## src/rtl/mux_scan_deserializer.sv

```systemverilog
// Scans the 16:1 select tree channel by channel and packs the samples into a word with valid/ready.
// Optional MUX_SCAN_PARITY_EN adds a registered parity output over the scanned channels.
module mux_scan_deserializer #(
    parameter int LAST_CH    = 15,
    parameter int SETTLE_CYC = 1
) (
    input  logic        clk,
    input  logic        rst_n,
    input  logic        start,
    input  logic        mux_out,
    output logic [3:0]  sel,
    output logic        busy,
    output logic [15:0] data,
    output logic        data_valid,
    input  logic        out_ready
`ifdef MUX_SCAN_PARITY_EN
    ,
    output logic        parity
`endif
);

    typedef enum logic [1:0] {
        IDLE   = 2'd0,
        SETTLE = 2'd1,
        SAMPLE = 2'd2,
        DONE   = 2'd3
    } state_t;

    localparam logic [3:0] LAST_SEL = 4'(LAST_CH);
    // With no settle time the counter is never consulted, so load 0 rather than underflow.
    localparam logic [3:0] CNT_LOAD = (SETTLE_CYC == 0) ? 4'd0 : 4'(SETTLE_CYC - 1);
    localparam state_t     AFTER_SEL = (SETTLE_CYC == 0) ? SAMPLE : SETTLE;

    state_t      r_state;
    logic [3:0]  r_sel;
    logic [3:0]  r_cnt;
    logic [15:0] r_data;
    logic        r_valid;
    logic        r_busy;

    state_t      w_state_next;
    logic [3:0]  w_sel_next;
    logic [3:0]  w_cnt_next;
    logic [15:0] w_data_next;
    logic        w_valid_next;

`ifdef MUX_SCAN_PARITY_EN
    logic r_parity;
    logic w_parity_next;
`endif

    always_comb begin
        w_state_next = r_state;
        w_sel_next   = r_sel;
        w_cnt_next   = r_cnt;
        w_data_next  = r_data;
        w_valid_next = r_valid;
`ifdef MUX_SCAN_PARITY_EN
        w_parity_next = r_parity;
`endif
        case (r_state)
            IDLE: begin
                if (start) begin
                    w_sel_next   = 4'd0;
                    w_data_next  = 16'd0;
                    w_cnt_next   = CNT_LOAD;
                    w_state_next = AFTER_SEL;
                end
            end
            SETTLE: begin
                if (r_cnt == 4'd0) begin
                    w_state_next = SAMPLE;
                end else begin
                    w_cnt_next = r_cnt - 4'd1;
                end
            end
            SAMPLE: begin
                w_data_next[r_sel] = mux_out;
                if (r_sel == LAST_SEL) begin
                    w_state_next = DONE;
                    w_valid_next = 1'b1;
`ifdef MUX_SCAN_PARITY_EN
                    // Unscanned bits were cleared at start, so the full-word XOR is the scanned XOR.
                    w_parity_next = ^w_data_next;
`endif
                end else begin
                    w_sel_next   = r_sel + 4'd1;
                    w_cnt_next   = CNT_LOAD;
                    w_state_next = AFTER_SEL;
                end
            end
            DONE: begin
                if (out_ready) begin
                    w_valid_next = 1'b0;
                    w_state_next = IDLE;
                end
            end
            default: begin
                w_state_next = IDLE;
            end
        endcase
    end

    always_ff @(posedge clk or negedge rst_n) begin
        if (!rst_n) begin
            r_state <= IDLE;
            r_sel   <= 4'd0;
            r_cnt   <= 4'd0;
            r_data  <= 16'd0;
            r_valid <= 1'b0;
            r_busy  <= 1'b0;
        end else begin
            r_state <= w_state_next;
            r_sel   <= w_sel_next;
            r_cnt   <= w_cnt_next;
            r_data  <= w_data_next;
            r_valid <= w_valid_next;
            r_busy  <= (w_state_next != IDLE);
        end
    end

`ifdef MUX_SCAN_PARITY_EN
    always_ff @(posedge clk or negedge rst_n) begin
        if (!rst_n) begin
            r_parity <= 1'b0;
        end else begin
            r_parity <= w_parity_next;
        end
    end
    assign parity = r_parity;
`endif

    assign sel        = r_sel;
    assign busy       = r_busy;
    assign data       = r_data;
    assign data_valid = r_valid;

endmodule

```

## config.mk

```make
export PLATFORM = sky130hd
export DESIGN_NAME = mux_scan_deserializer
export DESIGN_NICKNAME = d
export VERILOG_FILES = /design/src/rtl/mux_scan_deserializer.sv
export SDC_FILE = /design/constraint.sdc
export NUM_CORES = 1
export LEC_CHECK = 0
export BUFFER_PORTS_ARGS = -buffer_cell sky130_fd_sc_hd__buf_2
export CORE_MARGIN = 3
export CORE_UTILIZATION = 49
export CTS_CLUSTER_SIZE = 12
export DETAILED_ROUTE_END_ITERATION = 8
export GPL_TIMING_DRIVEN = 0
export PLACE_DENSITY = 0.72
export SYNTH_ARGS = -nofsm -noshare
export SYNTH_HDL_FRONTEND = slang
export SYNTH_SLANG_ARGS = --single-unit
```

## constraint.sdc

```tcl
create_clock -name clk -period 1.61 [get_ports clk]
set_clock_uncertainty 0.2 [all_clocks]
set_input_delay 0 -clock clk [delete_from_list [all_inputs] [get_ports clk]]
set_output_delay 0 -clock clk [all_outputs]
set_load 0.02 [all_outputs]
```

Yosys cells after proc, flatten, opt, wreduce, memory -nomap -nowiden
Index checks and enable logic that the tools add are counted.
Word-level totals
  bits in registers: 28
  input bits: 5
  output and inout bits: 22
  word-level logic and storage cells: 49
Cells by class
  add/subtract/negate cells: 2
  $lt $le $gt $ge: 2
  equal/unequal tests: 9
  mux-type cells: 19
  reductions and logical operators: 11
Operator list (number)
  $pmux 16 s2: 1
  $bwmux 16: 1
  $mux 16: 1
  $mux 4: 4
  $pmux 4 s3: 1
  $ne 2x2->1 const B: 5
  $mux 2: 4
  $pmux 2 s4: 1
  $pmux 4 s2: 1
  $reduce_and 3->1: 2
  $reduce_bool 2->1: 3
  $lt 4x5->1 const B: 1
  $add 4x1->4 const B: 1
  $demux 1 s4: 1
  $eq 2x2->1 const B: 2
  $eq 4x4->1 const B: 1
  $ge 4x1->1 const B: 1
  $logic_not 4->1: 1
  $reduce_and 4->1: 1
  $sub 4x1->4 const B: 1
  $mux 1: 3
  $reduce_bool 3->1: 1
  $eq 2x1->1 const B: 1
  $logic_not 2->1: 1
  3 further kinds: 3

Logic depth before layout (Yosys ltp)
Gate-level depths: netlist of run 1.
  depth after elaboration: 6
  mapped depth: 6
  gate-level depth less buffers: 5

Least setup slack after synthesis of run 1
No wires, ideal clock.
  path kind: register to register
  from: register r_sel[0] (netlist: sel[0])
  to: register r_cnt[2]
  data arrival time: 1.475 ns
  slack: -0.191 ns
  stages on the path, launching flop included: 5
  path through: dfrtp_1 ha_1 and4_1 a2bb2oi_1 a221o_1
Between the ends
  cells in the longest elaborated chain, start to end: 3
Ends and longest elaborated chain
  start: declaration: line 35  | logic [3:0] r_sel;
  start signal: assignment: line 114  | r_sel <= w_sel_next;
  $eq 4x4->1: line 79  | if (r_sel == LAST_SEL) begin
  $ne 2x2->1 (no source line)
  $reduce_and 4->1 (no source line)
  end signal: assignment: line 115  | r_cnt <= w_cnt_next;
  end: declaration: line 36  | logic [3:0] r_cnt;
No other way between the ends.
A chain may end at the register's enable or synchronous reset.

Worst setup path in the final report of run 1
  from: register r_cnt[1]
  to: register r_cnt[2]
Between the ends
  cells in the longest elaborated chain, start to end: 3
  elaborated cells between the ends (all ways): 6
  those cells by class: add/sub (1); eq/ne (1); mux (2); reduce/logical (2)
Ends and longest elaborated chain (line)
  $sub 4x1->4 / $logic_not 4->1 (equally long branches): 74, 71
  $mux 4 / $ne 2x2->1 (equally long branches)
  $pmux 4 s3 / $reduce_and 4->1 (equally long branches)
Parallel ways exist; a longest one is shown, timed or not. The select of a mux whose other input is x is not followed.

==> results.md, run 1 <==
- CP Capture Type: flop
- Switching power: between 1 and 1.5 mW
- Num CTS Buffers: 3
- Most frequent cells in the layout: 27 x buf_2, 26 x dfrtp_1, 18 x buf_4, 10 x o31ai_1
- Ports: 27
- Leakage: 0.989 nW
- Mapped Area: approximately 1500 µm²
- Slew @ Worst Pin: 633 ps
- Startpoint type of the worst setup path: flop
- Die ar.: about 3700 µm²
- Worst EP arrival: approximately 1800 ps
- Area contributors post-synth: dfrtp_1 47%, ha_1 5.1%, o31ai_1 5.1%, o211ai_1 4.6%, mux2i_1 2.7%
- Aggregate global routing overflow: 0
- Final core utilization: 71.6%
- Routed wire length per instance: between 15 and 20 µm
- Run status: finished with violations
- CTS tree: yes
- Crit path required time: ~1600 ps
- Die W: 60.9 µm
- DR iter-0 viols: 72
- Mean post-synth cell area: between 10 and 15 µm²
- Final Cycle Share: 111%
- Net Sw Frac: 41.8%
- Violated checks: setup timing
- ANT cells: 0
- Post-synth top area share: a little under half
- Via/cell ratio: 6.07
- Hpwl dp: roughly 2400 µm
- Post-synthesis cell count: 137
- CTS Buffer Depth: 2
- Internal power: 1.86 mW
- Slew Viols, Final: 0
- Port Buffers: 26
- Drt drc: 0
- Sink Count: 28
- Seq/Total Area, Yosys: 47.4%
- Final wirelength: 4000 µm
- Maxcap violations: 0
- Final setup viols: 9
- Detailed Routing Iterations Pass 1: 4
- Top_reg_cell synth: dfrtp_1
- H-tree depth: 1
- Clk Latency, worst-skew pair: 330 ps
- Synthesized flop and latch total: 28
- Layout area overhead: 35.8%
- Combinational share of power: 56.9%
- Worst-path clk slew: 150 ps
- Largest area contributor in the netlist: dfrtp_1
- Row count: 19
- CTS root buf: clkbuf_4
- Slew headroom: 57.8%
- Final worst slack: -174 ps
- Yosys warns: 0
- Tot GR Track Use: between 20% and 30%
- Non-Filler Instances: 219
- Initial antenna violation count: 0
- RSZ-0062 raised after global routing: true
- Asr flop ratio synth: 100%
- Synth Net Count: approximately 150
- Via count of the first global-routing pass: 1235
- Largest net degree at the start of global routing: 29
- Clock power share: 9.2%
- First-pass GRT wire length: between 6000 and 7000 µm
- Post-layout nets: 201
- Final min period: 1780 ps
- Chip height: 60.9 µm
- Pre-CTS setup slack: -229 ps
- Synth cell types: 39
- Number of enable flip-flop cells after synthesis: 0
- Worst Hold Class: input pin to async pin
- Initial Util: 52.7%
- Total core area: 2810 µm²
- Peak supply drop: 946 µV
- Most common cell after layout, fill and taps aside: buf_2
- Fillers: ~210
- DRT antenna net count: 0
- Achievable frequency: 0.561 GHz
- Critical setup path kind: flop to flop
- Gpl congestion: 0.773
- Share of power burned in registers: between 30% and 40%
- Final hold violations: 0
- Layout cell share with drive strength beyond 1: 43.6%
- Via count: 1330
- CP Max Fanout: 3
- Power Density: 1590 nW/µm²
- Placed insts: 194
==> routing by layer <==
layer / vias up / global-route usage (%) / share of wire (%) / wire (µm)
met2: 49 / 37.7 / 52 / 2080
met1: 657 / 29.4 / 42 / 1680
li1: 620 / - / - / -
met3: 4 / 2.98 / 4.9 / 194
met5: - / 0 / 0 / 0
met4: 0 / 7.74 / 0.93 / 37
==> kinds of logic after synthesis <==
logic type,count (synthesis),synth area share [%]
mux,6,4.23
compound gates,44,22.4
xor+xnor,1,0.592
buf+inv,16,6.01
flops,28,47.4
simple gates,36,14.3
fa+ha+maj,6,5.08
==> metrics by stage <==
step                      setup TNS (ps)  hold slack [ps]  power, mW  instance area [µm²]
final                               -513             4.00       3.20                 2010
after global routing               -1150             29.6       3.39                 2010
after CTS                           -394             22.1       3.01                 1890
after detailed placement           -1980             -144       2.40                 1660
after global placement             -1190             -157       2.32                 1660
after floorplan                     -303             -496       2.02                 1490
==> what timing repair did <==
action | CTS | global route
gates cloned | 1 | 0
hold buffers | 4 | 0
buffers inserted | 12 | 7
pin swaps | 4 | 6
endpoints found under the hold margin | 41 | 0
resized for setup | 18 | 16
endpoints found under the setup margin | 20 | 21
==> path summary, 6_finish.rpt <==
kind | start | to | slack, ps | depth (start not counted)
worst max register to register | r_cnt[1]$_DFFE_PN0P_ | r_cnt[2]$_DFFE_PN0P_ | -170 | 5
min in group clk | out_ready | data_valid$_DFFE_PN0P_ | 320 | 5
worst min register to register | data[14]$_DFFE_PN0P_ | data[14]$_DFFE_PN0P_ | 330 | 2
worst max-delay path | r_cnt[1]$_DFFE_PN0P_ | r_cnt[2]$_DFFE_PN0P_ | -170 | 5
max in group asynchronous | rst_n | sel[1]$_DFFE_PN0P_ | 760 | 2
worst min-delay path | rst_n | data[14]$_DFFE_PN0P_ | 4 | 2
==> synthesized netlist by cell type, types with 2 or more instances <==
library cell,instances
nand2b_1,3
o21ai_0,4
o31ai_1,10
o311ai_0,4
nand3_1,2
inv_1,7
nor2_1,5
nand3b_2,3
nand4_1,2
mux2_2,2
ha_1,6
nor3_1,2
clkbuf_1,4
nor2b_1,3
mux2i_1,4
buf_2,2
dfrtp_1,28
nand2_1,9
a31oi_1,2
or3b_1,2
buf_6,2
o211ai_1,9
a21oi_1,3
o41ai_1,4
==> layout make-up <==
class                      count  area [µm²]  area share [%]
inverter                       7        26.3            1.31
clock buffer                   3        22.5            1.12
timing repair buffer          50         344            17.1
tap                           31        38.8            1.93
multi-input combinational     93         823            41.0
buffer                         7        50.0            2.49
sequential                    28         703            35.0
==> state kept, by name, summed over array words and instances (netlist names) <==
signal      flops
data_valid      1
busy            1
data           16
r_state         2
sel             4
r_cnt           4
==> critical path, stage by stage, from the launching register on <==
cell     delay [ps]
dfrtp_1         430
inv_2            90
ha_4            140
or3b_4          390
and2_4          160
a221o_1         290
==> power by group through the flow <==
stage          logic, mW  clock network, mW  registers (mW)
2_1_floorplan      0.794                  0            1.23
3_3_place_gp        1.24                  0            1.08
3_5_place_dp        1.31                  0            1.10
4_1_cts             1.64              0.297            1.07
5_1_grt             1.94              0.335            1.11
6_report            1.82              0.295            1.09
Note: power is estimated with default switching activity, not from simulation.
==> inputs of run 2 (changes only) <==
CORE_MARGIN = 5   (was 3)
==> run 2 against run 1 <==
  * Largest cell class unchanged
  * Largest power group unchanged
  * The run still ends with setup timing left
  * Utilization down 2.6 points
  * Critical endpoint unchanged
  * Critical path type unchanged
  * Sequential power barely moved
  * Global-route usage is 3.8 points lower
  * Register-to-register slack is essentially flat
  * Routed wire length decreased by 1.1%
==> results.md, run 2 (synthesis results as in run 1) <==
- Worst-path clk slew: 140 ps (about the same)
- Sink Count: 28 (unchanged)
- Final Cycle Share: 111% (+0.22 points)
- Worst Hold Class: input pin to flop
- Fillers: 224 (+7.7%)
- Slew Viols, Final: 0 (unchanged)
- Layout cell share with drive strength beyond 1: 43.2% (-0.46 points)
- Drt drc: 0 (unchanged)
- First-pass GRT wire length: 6070 µm (+0.93%)
- R2R Setup Slk: -180 ps (about the same)
- CP Capture Type: flop
- Final hold slack: 316 ps (+312 ps)
- Layout area overhead: 39.0%
- Final Cell Area: 2060 µm² (+2.4%)
- Via/cell ratio: 5.88 (-3.2%)
- Most common cell after layout, fill and taps aside: buf_2
- Final min period: 1790 ps (+3.62 ps)
- Most frequent cells in the layout: 28 x buf_2, 25 x dfrtp_1, 17 x buf_4, 10 x o31ai_1
- Leakage: 0.999 nW (+1.1%)
- Final hold violations: 0 (unchanged)
- Register area: 704 µm² (+0.18%)
- CTS Buffer Depth: 2 (unchanged)
- CP Max Fanout: 3 (unchanged)
- Placed Area: 1660 µm² (+0.15%)
- CTS tree: yes
- Die W: 64.9 µm (+6.6%)
- Hpwl dp: 2350 µm (-3.0%)
- Multi-input logic area: 831 µm² (+0.91%)
- H-tree depth: 1 (unchanged)
- Peak supply drop: 1020 µV (+7.5%)
- Gpl congestion: 0.789 (+2.0%)
- Detailed Routing Iterations Pass 1: 4 (unchanged)
- Via count of the first global-routing pass: 1268 (+2.7%)
- Slew headroom: 59.2% (+1.4 points)
- Chip height: 64.9 µm (+6.6%)
- Tot GR Track Use: 18.5% (-3.8 points)
- Tot Pwr: 3.47 mW (+8.5%)
- Total core area: 2980 µm² (+6.2%)
- Port Buffers: 26 (unchanged)
- Post-layout nets: 202 (+0.50%)
- Power Density: 1690 nW/µm² (+6.0%)
- Run status: finished with violations
- Final worst slack: -177 ps (-3.62 ps)
- Ports: 27 (unchanged)
- Crit path required time: 1660 ps (+20 ps)
- Clk Latency, worst-skew pair: 360 ps (+30 ps)
- Initial antenna violation count: 0 (unchanged)
- Maxcap violations: 0 (unchanged)
- CTS root buf: clkbuf_4
- Achievable frequency: 0.560 GHz (-0.20%)
- Initial Util: 49.7% (-3.1 points)
- Worst EP arrival: 1830 ps (+20 ps)
- Slew @ Worst Pin: 613 ps (-20.7 ps)
- DRT antenna net count: 0 (unchanged)
- Die ar.: 4220 µm² (+14%)
- Critical setup path kind: flop to flop
- Startpoint type of the worst setup path: flop
- Largest net degree at the start of global routing: 29 (unchanged)
- Aggregate global routing overflow: 0 (unchanged)
- Violated checks: setup timing
- DR iter-0 viols: 62 (-14%)
- Pre-CTS setup slack: -264 ps (-34.6 ps)
- ANT cells: 0 (unchanged)
- RSZ-0062 raised after global routing: true
- Largest register FFs: 16 (unchanged)
- Final wirelength: 3950 µm (-1.1%)
- Via count: 1311 (-1.4%)
- Final setup viols: 8 (-1)
- Routed wire length per instance: 17.7 µm (-2.9%)
- Num CTS Buffers: 3 (unchanged)
- Row count: 20 (+1)
[run 2: layer usage]
metal  share of wire, %  wire (µm)  up-vias  GRT usage (%)
met5                  0          0        -              0
met4                1.6         64        0           7.12
met3                3.9        155        9           2.25
met2                 49       1960       39           31.8
met1                 45       1780      640           23.5
li1                   -          -      623              -
[run 2: stage by stage]
step / utilization (%) / TNS [ps] / instances
after global routing: 69.0 / -1240 / 223
final: 69.0 / -699 / 223
after detailed placement: 55.8 / -1790 / 196
after global placement: 55.8 / -977 / 196
after floorplan: - / -303 / 137
after CTS: 65.8 / -1240 / 222
[run 2: layout make-up]
cell class | instances | share of cell area (%)
well taps | 33 | 2.01
clock inverters | 1 | 1.46
plain buffers | 7 | 2.07
flip-flops and latches | 28 | 34.3
inverters | 7 | 1.28
multi-input cells | 93 | 40.4
repair buffers | 51 | 17.4
clock buffers | 3 | 1.10
[run 2: worst max-delay path, stage by stage (launching register included)]
cell and delay (ps):
dfrtp_1 420, inv_2 90, ha_4 130, or3b_4 390, and2_4 160, a221o_1 290
[run 2: where the power goes]
part	switching (mW)	leakage, nW	internal [mW]
sequential	0.186	0.363	0.913
combinational	0.976	0.608	0.917
clock	0.229	0.0279	0.253
[run 2: path summary, 6_finish.rpt]
kind | from | endpoint | cells after the start
min reg2reg | data[9]$_DFFE_PN0P_ | data[9]$_DFFE_PN0P_ | 2
max in group asynchronous | rst_n | r_state[0]$_DFF_PN0_ | 3
max reg2reg | r_cnt[0]$_DFFE_PN0P_ | r_cnt[2]$_DFFE_PN0P_ | 5
min | out_ready | data_valid$_DFFE_PN0P_ | 5
max | r_cnt[0]$_DFFE_PN0P_ | r_cnt[2]$_DFFE_PN0P_ | 5
min in group asynchronous | rst_n | data[6]$_DFFE_PN0P_ | 3
[run 2: timing repair]
action                     in CTS  in global routing
hold buffers                    5                  0
setup endpoints to repair      20                 26
pin swaps                       5                  5
cloned                          1                  0
gates resized for setup        15                 21
buffers inserted               16                  3
hold endpoints to repair       41                  0
==> inputs of run 3 (changes only) <==
CTS_BUF_LIST = sky130_fd_sc_hd__clkbuf_4 sky130_fd_sc_hd__clkbuf_8 sky130_fd_sc_hd__clkbuf_16   (was default)
PLACE_DENSITY = 0.77   (was 0.72)
==> run 3 against run 2 <==
  * The flow finishes with violations (hold timing, setup timing)
  * Worst setup slack worse by 2.2 ps
  * First-iteration DRC count is 35% higher
  * Routed wire length up 8.4%
  * Global-route usage grew 0.88 points
  * Register-to-register slack about the same
  * Flip-flop and latch count did not move
==> results.md, run 3 (synthesis results as in run 1) <==
- Post-layout nets: 206 (+2.0%)
- Initial antenna violation count: 0 (unchanged)
- Port Buffers: 26 (unchanged)
- Final wirelength: 4290 µm (+8.4%)
- Final hold slack: -11.6 ps (-327 ps)
- Via count of the first global-routing pass: 1336 (+5.4%)
- Critical Path Source: r_cnt[1]$_DFFE_PN0P_
- Worst EP arrival: 1820 ps (about the same)
- Clk Latency, worst-skew pair: 330 ps (-30 ps)
- Crit path required time: 1640 ps (-20 ps)
- Final setup viols: 19 (+11)
- Via count: 1366 (+4.2%)
- Final min period: 1790 ps (+2.19 ps)
- Slew @ Worst Pin: 612 ps (-0.572 ps)
- Run status: finished with violations
- Die ar.: 4220 µm² (unchanged)
- DR iter-0 viols: 84 (+35%)
- Die W: 64.9 µm (unchanged)
- Gpl congestion: 0.714 (-9.5%)
- Final worst slack: -179 ps (-2.19 ps)
- Placed insts: 196 (unchanged)
- Via/cell ratio: 6.02 (+2.4%)
- CTS root buf: clkbuf_4
- Non-Filler Instances: 227 (+1.8%)
- DRT antenna net count: 0 (unchanged)
- Worst Hold Class: input pin to async pin
- Final core utilization: 71.8% (+2.8 points)
- Worst-path clk slew: 160 ps (+20 ps)
- Num CTS Buffers: 3 (unchanged)
- Achievable frequency: 0.559 GHz (-0.12%)
- Drt drc: 0 (unchanged)
- First-pass GRT wire length: 6470 µm (+6.6%)
- Violated checks: hold timing, setup timing
- Power Density: 1610 nW/µm² (-4.7%)
- Largest register FFs: 16 (unchanged)
- Total core area: 2980 µm² (unchanged)
- Tot GR Track Use: 19.4% (+0.88 points)
- Maxcap violations: 0 (unchanged)
- Sink Count: 28 (unchanged)
- Slew Viols, Final: 0 (unchanged)
- Ports: 27 (unchanged)
- Layout area overhead: 44.7%
- Pre-CTS setup slack: -233 ps (+30.9 ps)
- Final hold violations: 21 (+21)
- ANT cells: 0 (unchanged)
- Most common cell after layout, fill and taps aside: buf_2
- Layout cell share with drive strength beyond 1: 46.9% (+3.7 points)
- Peak supply drop: 864 µV (-15%)
- CP Capture Type: flop
- Critical setup path kind: flop to flop
- GRT busiest layer: met2
- Aggregate global routing overflow: 0 (unchanged)
- RSZ-0062 raised after global routing: true
- CTS tree: yes
- Most frequent cells in the layout: 27 x buf_2, 24 x dfrtp_1, 20 x buf_4, 10 x o31ai_1, 9 x o211ai_1
- Tot Pwr: 3.44 mW (-0.83%)
- Worst r2r src: r_cnt[1]$_DFFE_PN0P_
- CTS Buffer Depth: 2 (unchanged)
- Hpwl dp: 2370 µm (+0.90%)
- Largest net degree at the start of global routing: 29 (unchanged)
- Detailed Routing Iterations Pass 1: 4 (unchanged)
- H-tree depth: 1 (unchanged)
- Row count: 20 (unchanged)
- GR met2 Demand/Resource: 34.0% (+2.2 points)
- Final Cycle Share: 111% (+0.14 points)
- Leakage: 1.05 nW (+4.7%)
- Routed wire length per instance: 18.9 µm (+6.5%)
- Slew headroom: 59.2% (about the same)
- Startpoint type of the worst setup path: flop
- CP Max Fanout: 3 (unchanged)
- Chip height: 64.9 µm (unchanged)
- M3 GR Usage: 2.77% (+0.52 points)
- Initial Util: 49.7% (unchanged)
- Met1 Track Usage GR: 24.7% (+1.2 points)
==> run 3: cell type report <==
type | instances | area, µm²
sequential | 28 | 706
inverter | 7 | 26.3
tap | 33 | 41.3
buffer | 8 | 60.1
clock buffer | 4 | 30.0
multi-input combinational | 93 | 891
timing repair buffer | 54 | 385
fill | 210 | 838
==> run 3: final timing paths <==
| check | slack [ps] | endpoint | cells after the start |
|---|---|---|---|
| worst min register to register | 340 | data[15]$_DFFE_PN0P_ | 2 |
| worst max-delay path | -180 | r_cnt[2]$_DFFE_PN0P_ | 5 |
| worst max register to register | -180 | r_cnt[2]$_DFFE_PN0P_ | 5 |
| min in group clk | 310 | data_valid$_DFFE_PN0P_ | 5 |
| max in group asynchronous | 780 | r_state[1]$_DFF_PN0_ | 2 |
| worst min-delay path | -10 | data[14]$_DFFE_PN0P_ | 2 |
==> run 3: where the power goes <==
group / switching (mW) / internal [mW] / total (mW)
logic: 1.01 / 0.985 / 1.99
registers: 0.208 / 0.916 / 1.12
clock network: 0.215 / 0.114 / 0.329
==> run 3: metrics by stage <==
step	area, µm²	setup TNS, ps
final	2140	-1030
after global routing	2140	-2040
after global placement	1660	-980
after floorplan	1490	-303
after CTS	1960	-934
after detailed placement	1660	-1550
==> run 3: metal layers <==
metal  part of all wire (%)  vias up
met5                      0        -
li1                       -      630
met3                    5.6        8
met1                     42      668
met2                     51       60
met4                    1.3        0
==> run 3: critical path: stages (launching register included) <==
cell and delay [ps]:
dfrtp_1 420, inv_2 80, ha_4 130, or3b_4 400, and2_4 170, a221o_1 290
==> run 3: what timing repair did <==
action                                  in CTS  in global routing
hold buffers                                 4                  0
endpoints found under the hold margin       41                  0
cloned                                       1                  0
endpoints found under the setup margin      20                 26
resized for setup                           20                 27
pin swaps                                    4                  6
buffers inserted                            16                  7
